File: src/rtl/irq_ctrl_if.sv
// Peripheral bus bundle for irq_ctrl: 8-bit byte address and single-cycle read/write strobes.
// The master side drives the request; rdata comes back combinationally from the slave.
interface irq_ctrl_if;
  logic [7:0]  addr;
  logic        wr_en;
  logic        rd_en;
  logic [31:0] wdata;
  logic [31:0] rdata;

  modport master (output addr, output wr_en, output rd_en, output wdata, input rdata);
  modport slave  (input addr, input wr_en, input rd_en, input wdata, output rdata);
endinterface

File: src/rtl/irq_ctrl.sv
// Interrupt aggregator: latches peripheral requests and resolves fixed lowest-ID-wins priority.
// Firmware uses CLAIM/COMPLETE over the peripheral bus. Define IRQC_SYNC_EN to add a 2-flop input synchronizer.
module irq_ctrl #(
  parameter int N_SRC = 8
) (
  input  logic             clk,
  input  logic             rst,
  irq_ctrl_if.slave        bus,
  input  logic [N_SRC-1:0] irq_src,
  output logic             irq_out
);

  localparam logic [2:0] REG_PENDING   = 3'd0;
  localparam logic [2:0] REG_ENABLE    = 3'd1;
  localparam logic [2:0] REG_TRIGGER   = 3'd2;
  localparam logic [2:0] REG_CLAIM     = 3'd3;
  localparam logic [2:0] REG_COMPLETE  = 3'd4;
  localparam logic [2:0] REG_SWSET     = 3'd5;
  localparam logic [2:0] REG_INSERVICE = 3'd6;

  logic [N_SRC-1:0] src_q, src_d;
  logic [N_SRC-1:0] src_prev_q, src_prev_d;
  logic [N_SRC-1:0] pending_q, pending_d;
  logic [N_SRC-1:0] enable_q, enable_d;
  logic [N_SRC-1:0] trigger_q, trigger_d;
  logic [N_SRC-1:0] insvc_q, insvc_d;

  logic [N_SRC-1:0] claimable;
  logic [N_SRC-1:0] win_vec;
  logic [4:0]       win_id;
  logic [N_SRC-1:0] claim_vec;
  logic [N_SRC-1:0] complete_vec;
  logic [N_SRC-1:0] swset_vec;
  logic [N_SRC-1:0] set_vec;
  logic [2:0]       sel;
  logic             wr_enable, wr_trigger, wr_complete, wr_swset, rd_claim;
  logic [31:0]      rdata_c;
  logic             unused_addr;

  function automatic logic [31:0] zext(input logic [N_SRC-1:0] v);
    logic [31:0] r;
    r = '0;
    r[N_SRC-1:0] = v;
    return r;
  endfunction

`ifdef IRQC_SYNC_EN
  logic [N_SRC-1:0] sync1_q, sync2_q;

  always_ff @(posedge clk) begin
    if (rst) begin
      sync1_q <= '0;
      sync2_q <= '0;
    end else begin
      sync1_q <= irq_src;
      sync2_q <= sync1_q;
    end
  end

  always_comb src_d = sync2_q;
`else
  always_comb src_d = irq_src;
`endif

  assign sel         = bus.addr[4:2];
  assign unused_addr = ^{bus.addr[7:5], bus.addr[1:0]};
  assign wr_enable   = bus.wr_en && (sel == REG_ENABLE);
  assign wr_trigger  = bus.wr_en && (sel == REG_TRIGGER);
  assign wr_complete = bus.wr_en && (sel == REG_COMPLETE);
  assign wr_swset    = bus.wr_en && (sel == REG_SWSET);
  assign rd_claim    = bus.rd_en && (sel == REG_CLAIM);

  // Lowest set bit of the claimable set is the winner; scanning downward leaves the lowest ID last.
  always_comb begin
    claimable = pending_q & enable_q & ~insvc_q;
    win_vec   = '0;
    win_id    = '0;
    for (int i = N_SRC - 1; i >= 0; i--) begin
      if (claimable[i]) begin
        win_vec    = '0;
        win_vec[i] = 1'b1;
        win_id     = 5'(i + 1);
      end
    end
  end

  always_comb begin
    claim_vec    = rd_claim ? win_vec : '0;
    swset_vec    = wr_swset ? bus.wdata[N_SRC-1:0] : '0;
    complete_vec = '0;
    for (int i = 0; i < N_SRC; i++) begin
      complete_vec[i] = wr_complete && (bus.wdata == 32'(i + 1)) && insvc_q[i];
    end
  end

  // Level requests are masked while in service (and on the claim edge); edges and SWSET queue one event.
  always_comb begin
    src_prev_d = src_q;
    set_vec    = (trigger_q & src_q & ~src_prev_q)
               | (~trigger_q & src_q & ~insvc_q & ~claim_vec)
               | swset_vec;
    pending_d  = (pending_q & ~claim_vec) | set_vec;
    if (wr_trigger) begin
      pending_d = pending_d & ~(trigger_q ^ bus.wdata[N_SRC-1:0]);
    end
    insvc_d    = (insvc_q | claim_vec) & ~complete_vec;
    enable_d   = wr_enable ? bus.wdata[N_SRC-1:0] : enable_q;
    trigger_d  = wr_trigger ? bus.wdata[N_SRC-1:0] : trigger_q;
  end

  always_ff @(posedge clk) begin
    if (rst) begin
      src_q      <= '0;
      src_prev_q <= '0;
      pending_q  <= '0;
      enable_q   <= '0;
      trigger_q  <= '0;
      insvc_q    <= '0;
    end else begin
      src_q      <= src_d;
      src_prev_q <= src_prev_d;
      pending_q  <= pending_d;
      enable_q   <= enable_d;
      trigger_q  <= trigger_d;
      insvc_q    <= insvc_d;
    end
  end

  always_comb begin
    rdata_c = '0;
    if (bus.rd_en) begin
      case (sel)
        REG_PENDING:   rdata_c = zext(pending_q);
        REG_ENABLE:    rdata_c = zext(enable_q);
        REG_TRIGGER:   rdata_c = zext(trigger_q);
        REG_CLAIM:     rdata_c = {27'd0, win_id};
        REG_INSERVICE: rdata_c = zext(insvc_q);
        default:       rdata_c = '0;
      endcase
    end
  end

  assign bus.rdata = rdata_c;
  assign irq_out   = |claimable;

endmodule
File: src/flat_wrapper.sv
// flat-port wrapper written by rule: the top's interface ports become plain ports
module irq_ctrl_flat 
#(
  parameter int N_SRC = 8
)
  (clk, rst, irq_src, irq_out, bus_addr, bus_wr_en, bus_rd_en, bus_wdata, bus_rdata);
  irq_ctrl_if bus_i ();
  input  logic clk;
  input  logic rst;
  input  logic [N_SRC-1:0] irq_src;
  output logic irq_out;
  input wire logic [$bits(bus_i.addr)-1:0] bus_addr;
  input wire logic [$bits(bus_i.wr_en)-1:0] bus_wr_en;
  input wire logic [$bits(bus_i.rd_en)-1:0] bus_rd_en;
  input wire logic [$bits(bus_i.wdata)-1:0] bus_wdata;
  output wire logic [$bits(bus_i.rdata)-1:0] bus_rdata;
  assign bus_i.addr = bus_addr;
  assign bus_i.wr_en = bus_wr_en;
  assign bus_i.rd_en = bus_rd_en;
  assign bus_i.wdata = bus_wdata;
  assign bus_rdata = bus_i.rdata;
  irq_ctrl #(.N_SRC(N_SRC)) u_core (.clk(clk), .rst(rst), .bus(bus_i), .irq_src(irq_src), .irq_out(irq_out));
endmodule
File: config.mk
export PLATFORM = sky130hd
export DESIGN_NAME = irq_ctrl_flat
export DESIGN_NICKNAME = d
export VERILOG_FILES = /design/src/rtl/irq_ctrl_if.sv /design/src/rtl/irq_ctrl.sv /design/src/flat_wrapper.sv
export SDC_FILE = /design/constraint.sdc
export NUM_CORES = 1
export LEC_CHECK = 0
export BUFFER_PORTS_ARGS = -buffer_cell sky130_fd_sc_hd__buf_4
export CAP_MARGIN = 10
export CORE_AREA = 2 2 77 79
export DETAILED_ROUTE_END_ITERATION = 12
export DIE_AREA = 0 0 79 81
export PLACE_DENSITY = 0.75
export SLEW_MARGIN = 15
export SYNTH_ARGS = -nofsm -noshare
export SYNTH_HDL_FRONTEND = slang
export SYNTH_SLANG_ARGS = --single-unit
export TNS_END_PERCENT = 30
File: constraint.sdc
create_clock -name clk -period 1.7 [get_ports clk]
set_clock_uncertainty 0.05 [all_clocks]
set_input_delay 0.34 -clock clk [delete_from_list [all_inputs] [get_ports clk]]
set_output_delay 0.34 -clock clk [all_outputs]
set_load 0.02 [all_outputs]
# After elaboration in Yosys (flattened, before gate mapping)
# Index checks and enable logic that the tools add are counted.
dict set report word_totals {
  reg_bits 48
  latch_bits 0
  ram_bits 0
  romBits 0
  inputBits 52
  output_inout_bits 33
  word_cells 85
  n_memories 0
}
dict set report op_classes {
  add_sub_neg 0
  n_mul 0
  div 0
  order_cmp 0
  eq_ne 14
  n_shift 0
  mux 21
  n_bitwise 21
  reduce_logical 23
}
# operator n
set op_table {}
lappend op_table {{$eq A32 B3 Y1 const B} 4}
lappend op_table {{$mux W8} 11}
lappend op_table {{$and A8 B8 Y8} 10}
lappend op_table {{$eq A32 B2 Y1 const B} 2}
lappend op_table {{$not A8 Y8} 6}
lappend op_table {{$pmux W8 S5} 1}
lappend op_table {{$eq A32 B1 Y1 const B} 1}
lappend op_table {{$eq A32 B4 Y1 const B} 1}
lappend op_table {{$mux W32} 1}
lappend op_table {{$mux W4} 8}
lappend op_table {{$or A8 B8 Y8} 4}
lappend op_table {{$logic_and A1 B1 Y1} 21}
lappend op_table {{$eq A3 B3 Y1 const B} 3}
lappend op_table {{$reduce_or A8 Y1} 1}
lappend op_table {{$xor A8 B8 Y8} 1}
lappend op_table {{$eq A3 B2 Y1 const B} 2}
lappend op_table {{$eq A3 B1 Y1 const B} 1}
lappend op_table {{$logic_not A3 Y1} 1}

# Longest topological paths before layout
# Gate-level depths: netlist of the first run.
dict set report logic_depth {
  word_depth 18
  ltp_mapped 6
}

# Worst setup path before layout of the first run
# No wires, ideal clock.
dict set report synth_path {
  kind {input-to-output}
  start {in bus_addr[4]}
  end {out bus_rdata[3]}
  arrival_time_ns 1.691
  required_time_ns 1.310
  setup_slack_ns -0.381
  path_stages 5
  n_path_buf 1
  cell_sequence {buf_2 -> and3b_1 -> nor3b_1 -> a21oi_1 -> a211oi_1}
}
dict set report synth_via {
  elab_chain_cells 3
  word_cells_on_any_way 7
  cone_classes {eq/ne: 4; mux: 2; reduce/logical: 1}
}
# element line
set synth_rtl {}
lappend synth_rtl {{start: declaration} flat_wrapper.sv:12} ;# input wire logic [$bits(bus_i.addr)-1:0] bus_addr;
lappend synth_rtl {{$eq A3 B3 Y1 (tied with other cells)} irq_ctrl.sv:132} ;# case (sel)
lappend synth_rtl {{$pmux W8 S5 (*)} irq_ctrl.sv:132}
lappend synth_rtl {{$mux W32 (*)} irq_ctrl.sv:131} ;# if (bus.rd_en) begin
lappend synth_rtl {{end: declaration} flat_wrapper.sv:16} ;# output wire logic [$bits(bus_i.rdata)-1:0] bus_rdata;
# Mark *: on every way between the ends. The rest lies on a longest branch, timed or not.

# Worst setup path after layout of the first run
dict set report layout_path {
  start {reg u_core.insvc_q[1]}
  end {out bus_rdata[2]}
}
dict set report layout_via {
  elab_chain_cells 6
}
# element line
set layout_rtl {}
lappend layout_rtl {{start: declaration} irq_ctrl.sv:26} ;# logic [N_SRC-1:0] insvc_q, insvc_d;
lappend layout_rtl {{start signal: assignment} irq_ctrl.sv:125} ;# insvc_q <= insvc_d;
lappend layout_rtl {{$not A8 Y8} irq_ctrl.sv:75} ;# claimable = pending_q & enable_q & ~insvc_q;
lappend layout_rtl {{$and A8 B8 Y8} irq_ctrl.sv:75}
lappend layout_rtl {{$mux W4 (2 in a row)} irq_ctrl.sv:79} ;# if (claimable[i]) begin
lappend layout_rtl {{$pmux W8 S5} irq_ctrl.sv:132}
lappend layout_rtl {{$mux W32} irq_ctrl.sv:131}
# Every way passes these cells.

==> flow_summary.yaml, run 1 <==
outcome:
  status: "complete, but fails checks"
  violations: "negative setup slack"
pwr:
  power_w: 0.00252
  switching_share_pct: 26.8
  p_clk_share_pct: 32.8
  intPower_w: 0.00184
  combPwrFrac_pct: 19.8
  p_switching_w: 0.000674
  vdd_drop_max_uv: 409
  p_leak_nw: 1.66
  seqPwrFrac_pct: 47.5
  power_density_nw_per_um2: 652
clocking:
  clock_sinks: 48
  htree_levels: 2
  cts_root_buf: "clkbuf_8"
  holdBufCountCts: 0
  tritoncts: "done"
  clockBufferDepth: 2
  clk-insertion-delay-late_ps: 300
  clk_pin_slew_ps: 90
  cts_buffers: 5
synthesis:
  netlist_area_um2: 2760
  yosys.area.top_type_share_pct: 34.8
  synth_common_cells: "dfxtp_1, nand2_1, a21oi_1, nor2_1, buf_4"
  synth_area_per_cell_um2: 8.04
  synth_seq_cells: 48
  synth_area_leaders: "dfxtp_1, buf_4, mux2i_1, a21oi_1, nand2_1"
  synth_top_area_cell: "dfxtp_1"
  synth_top_family_by_area: "simple AND/OR/NAND/NOR gates"
  synthSimpleGateAreaFrac_pct: 26.8
  synth_compound_area_share_pct: 19.2
  async_flop_share_pct: 0
  synth-adder-area-share_pct: 0
  synth_flop_cell: "dfxtp_1"
  synth_most_common_cell: "dfxtp_1"
  synthMuxAreaShare_pct: 5.80
  seq_area_frac_synth_pct: 34.8
  synth-xor-area-share_pct: 2.54
  ys_warn_count: 0
  synth-edff-count: 0
  netlist_instances: 343
  synthDistinctLibCells: 52
layout:
  regArea_um2: 971
  syn_to_final_growth_pct: 40.0
  antenna_cells: 0
  fin_nets: 503
  fin_area_um2: 3860
  multi_input_area_um2: 1710
  postLayoutCoreUtil_pct: 68.0
  drive_gt1_share_pct: 34.7
  nFillCells: 496
setup_path:
  worstPathMaxFanout: 4
  cp_common_cell: "nand3b_1"
  slowest_stage: "dfxtp_2"
  criticalPathCategory: "register to output port"
  crit_chain: "nand3b_1 > nand3_1 > nand3b_1 > a221oi_4 > buf_6"
  slowest_delay_ps: 340
  worstSetupEndpointType: "output port"
  critical_path_arrival_ps: 1660
  cp-start-kind: "register"
  crit_required_ps: 1310
drt:
  wl_met2_mm: 4.15
  route.detailed.drc: 0
  vias_per_cell: 5.44
  dr.pass1.iters: 4
  dr_total_vias: 2869
  postRouteAntennaNets: 0
  drtIter0Drc: 156
  wl_per_cell_um: 15.6
  maxUsedRoutingLayer: "met4"
  wl_met3_um: 486
  wl_met1_mm: 3.44
  routed_wl_mm: 8.23
grt:
  overflow: 0
  grt_max_degree: 30
  antenna_found_initial: 0
  track_usage_pct: 26.4
  grt_pass1_vias: 2757
  grt_pass1_wl_mm: 13.1
sta:
  setup_slack_ps: -349
  fin_crit_sh_pct: 121
  rsz0062_at_grt: "true"
  fmax_ghz: 0.488
  final-setup-viol-count: 9
  slew_violations: 0
  hold_viol: 0
  worst_hold_slack_ps: 192
  period_needed_ps: 2050
die:
  fp.dieW_um: 79
  initial_core_util_pct: 48.6
  core_area_um2: 5680
  ios: 85
  dieArea_um2: 6400
  die_h_um: 81
  rows: 28
placement:
  numPortBuffers: 55
  finalWeightedCongestion: 0.884
  dpl.hpwl_mm: 5.93
  placed_cell_area_um2: 3620
flow_run:
  cap_violations: 0
min_path:
  worstHoldPathType: "input pin to register"
## repair_timing
| action | 4_1_cts | 5_1_grt |
|---|---|---|
| endpoints found under the hold margin | 0 | 0 |
| setup endpoints to repair | 14 | 14 |
| pin swaps | 9 | 1 |
| setup buffers | 5 | 2 |
| resized for setup | 19 | 15 |
## metrics by stage
stage               std cells  setup TNS (ps)  worst slack [ps]
floorplan                 366           -3.52             -3.52
global placement          512           -1460              -132
detailed placement        512           -2260              -189
CTS                       525           -2030              -320
global route              527           -2830              -454
finish                    527           -1900              -349
## placed cells by master, fill, tap and decap left out, drive strengths merged, types with 3 or more instances in the layout
cell type / count
o21ai: 12
nor2: 28
inv: 8
a221oi: 5
conb: 24
nor4: 4
a211oi: 11
nand4: 3
dfxtp: 48
o22ai: 3
a31oi: 4
clkbuf: 6
nand3b: 11
buf: 121
nand3: 7
and3b: 3
nor3: 6
mux2i: 16
and2: 5
nor2b: 20
nand2: 36
a21oi: 28
xor2: 7
## per-layer routing
layer,global-route usage [%],vias to the layer above
met1,30.7,1366
met2,47.5,106
met5,0,-
met3,6.11,17
met4,9.66,0
li1,-,1380
## sequential cells by signal, indices dropped and copies added, names as in the netlist
| signal | flops |
|---|---|
| u_core.src_prev_d | 8 |
| u_core.insvc_q | 8 |
| u_core.pending_q | 8 |
| u_core.trigger_q | 8 |
| u_core.enable_q | 8 |
| u_core.src_prev_q | 8 |
## power groups by stage
stage / Combinational [W] / Sequential (W) / Clock [W]
floorplan: 0.000284 / 0.00122 / 0
global placement: 0.000460 / 0.00122 / 0
detailed placement: 0.000472 / 0.00122 / 0
CTS: 0.000485 / 0.00119 / 0.000843
global route: 0.000536 / 0.00120 / 0.000892
finish: 0.000498 / 0.00120 / 0.000825
## final timing paths
| check | depth (start not counted) | endpoint | slack, ps | startpoint |
|---|---|---|---|---|
| worst min-delay path | 2 | u_core.src_prev_d[4] | 190 | irq_src[4] |
| worst max-delay path | 5 | bus_rdata[2] | -350 | u_core.insvc_q[1] |
| worst min register to register | 2 | u_core.src_prev_q[4] | 410 | u_core.src_prev_d[4] |
| worst max register to register | 7 | u_core.pending_q[4] | 0 | u_core.insvc_q[1] |
## kinds of logic after synthesis
family | count (synthesis)
AO/OA/AOI/OAI | 82
multiplexers | 16
XOR/XNOR | 8
buffers and inverters | 51
AND/OR/NAND/NOR | 137
other | 1
flip-flops | 48
## worst max-delay path: cells and delay by family, from the launching register on
family,cells,cell delay (ps)
and+or+nand+nor,3,610
DFF,1,340
AOI/OAI and AO/OA,1,250
buffers and inverters,1,150
## area by class of cell
cell class                 count  share of cell area [%]
inverter                       8                   0.778
multi-input combinational    267                    44.2
clock buffer                   6                    1.88
timing repair buffer         121                    24.6
tap                           75                    2.43
clock inverter                 2                   0.907
sequential                    48                    25.1
(Power assumes the default switching activity.)
==> inputs of run 2 (changes only) <==
REMOVE_ABC_BUFFERS = 1   (was default)
==> run 2 against run 1 <==
  * The run still ends with negative setup slack left
  * Combinational power is 1% lower
  * Critical path depth did not move
  * Die area unchanged
  * Flip-flop and latch count unchanged
  * First-iteration DRC count grew 57%
  * Clock power increased by 12%
  * Highest routed layer unchanged
  * Largest cell class unchanged
  * Total power up 3.6%
==> flow_summary.yaml, run 2 (synthesis gave the netlist of run 1 again) <==
setup_path:
  cp_num_cells: 5
  slowest_stage: "dfxtp_2"
  worstPathMaxFanout: 4
  cp-start-kind: "register"
  critPathLaunch: "u_core.insvc_q[3]"
  crit_required_ps: 1310
  worstSetupEndpointType: "output port"
  slowest_delay_ps: 320
  crit_family: "simple AND/OR/NAND/NOR gates"
  critical_path_arrival_ps: 1700
  reg2reg_depth: 7
  worst-path-buf-inv: 1
  r2r-start: "u_core.insvc_q[2]"
  criticalPathCategory: "register to output port"
  crit_chain: "nand3b_1 > nand4_1 > nand3b_1 > a221oi_2 > buf_4"
  cp_common_cell: "nand3b_1"
sta:
  fin_crit_sh_pct: 123
  slew_violations: 0
  hold_viol: 0
  rsz0062_at_grt: "true"
  setup_slack_ps: -391
  final-setup-viol-count: 9
  period_needed_ps: 2090
  fmax_ghz: 0.478
clocking:
  cts_buffers: 5
  tritoncts: "done"
  clk_pin_slew_ps: 90
  htree_levels: 2
  clk-insertion-delay-late_ps: 310
  clock_sinks: 48
  cts_root_buf: "clkbuf_8"
  holdBufCountCts: 0
  clockBufferDepth: 2
placement:
  finalWeightedCongestion: 0.949
  place_inst: 517
  numPortBuffers: 55
  dpl.hpwl_mm: 5.85
  dp_slack_ps: -218
die:
  core_area_um2: 5680
  fp.dieW_um: 79
  die_h_um: 81
  rows: 28
  initial_core_util_pct: 48.6
  ios: 85
  dieArea_um2: 6400
pwr:
  intPower_w: 0.00193
  combPwrFrac_pct: 18.8
  p_switching_w: 0.000682
  vdd_drop_max_uv: 370
  power_density_nw_per_um2: 678
  switching_share_pct: 26.1
  p_leak_nw: 1.67
  p_clk_share_pct: 35.3
  seqPwrFrac_pct: 45.8
layout:
  final_common_cell: "buf_4"
  layout_common_cells: "buf_4, dfxtp_1, nand2_1"
  fin_nets: 503
  antenna_cells: 0
  layout.cells.non_filler: 527
  drive_gt1_share_pct: 34.3
  syn_to_final_growth_pct: 39.4
  nFillCells: 462
drt:
  route.detailed.drc: 0
  vias_per_cell: 5.51
  routed_wl_mm: 8.09
  postRouteAntennaNets: 0
  dr_total_vias: 2903
  drtIter0Drc: 245
  wl_per_cell_um: 15.3
  dr.pass1.iters: 5
min_path:
  min_delay_path_depth: 2
  worstHoldPathType: "input pin to register"
  hp-start: "irq_src[2]"
outcome:
  status: "complete, but fails checks"
  violations: "negative setup slack"
grt:
  grt_max_degree: 27
  grt_pass1_wl_mm: 13.0
  antenna_found_initial: 0
  track_usage_pct: 26.2
  overflow: 0
  grt_pass1_vias: 2735
flow_run:
  cap_violations: 0
run 2: cell types whose count changed in the layout (fill, tap and decap cells not counted), sizes merged:
cell	change
clkbuf	+1
clkinv	-1
run 2: worst paths after layout:
path / end / slack, ps
max reg2reg: u_core.pending_q[6] / 70
min: u_core.src_prev_d[2] / 180
min reg2reg: u_core.src_prev_q[5] / 410
max: bus_rdata[2] / -390
run 2: per-stage QoR:
stage                     utilization [%]  area [um^2]  TNS, ps  hold slack (ps)  power [W]
after floorplan                         -         2580    -5660              357    0.00141
after global placement               63.7         3610    -2130              391    0.00167
after detailed placement             63.7         3610    -3060              404    0.00168
after CTS                            67.0         3800    -2240              182    0.00260
after global routing                 67.8         3850    -2790              165    0.00272
final                                67.8         3850    -2280              181    0.00261
run 2: area by class of cell:
class,count,area [um^2],share of cell area (%)
clock buffers,7,96.3,2.50
well taps,75,93.8,2.44
inverters,8,30.0,0.781
multi-input cells,267,1660,43.2
flip-flops and latches,48,968,25.2
repair buffers,121,965,25.1
clock inverters,1,30.0,0.781
run 2: repair_timing:
| item | 4_1_cts | 5_1_grt |
|---|---|---|
| pin swaps | 10 | 6 |
| cloned | 0 | 0 |
| endpoints found under the setup margin | 10 | 14 |
| setup buffers | 1 | 1 |
| gates resized for setup | 17 | 12 |
run 2: power groups by stage:
stage	clock, W	sequential [W]	combinational, W
after floorplan	0	0.00122	0.000191
after global placement	0	0.00122	0.000456
after detailed placement	0	0.00122	0.000464
after CTS	0.000928	0.00119	0.000477
after global routing	0.000986	0.00120	0.000530
final	0.000921	0.00120	0.000492
run 2: routing by layer:
layer  part of all wire [%]  global-route usage, %
met1                     43                   32.9
met2                     49                   44.6
met3                    6.1                   5.33
met4                    2.1                   10.2
met5                      0                      0
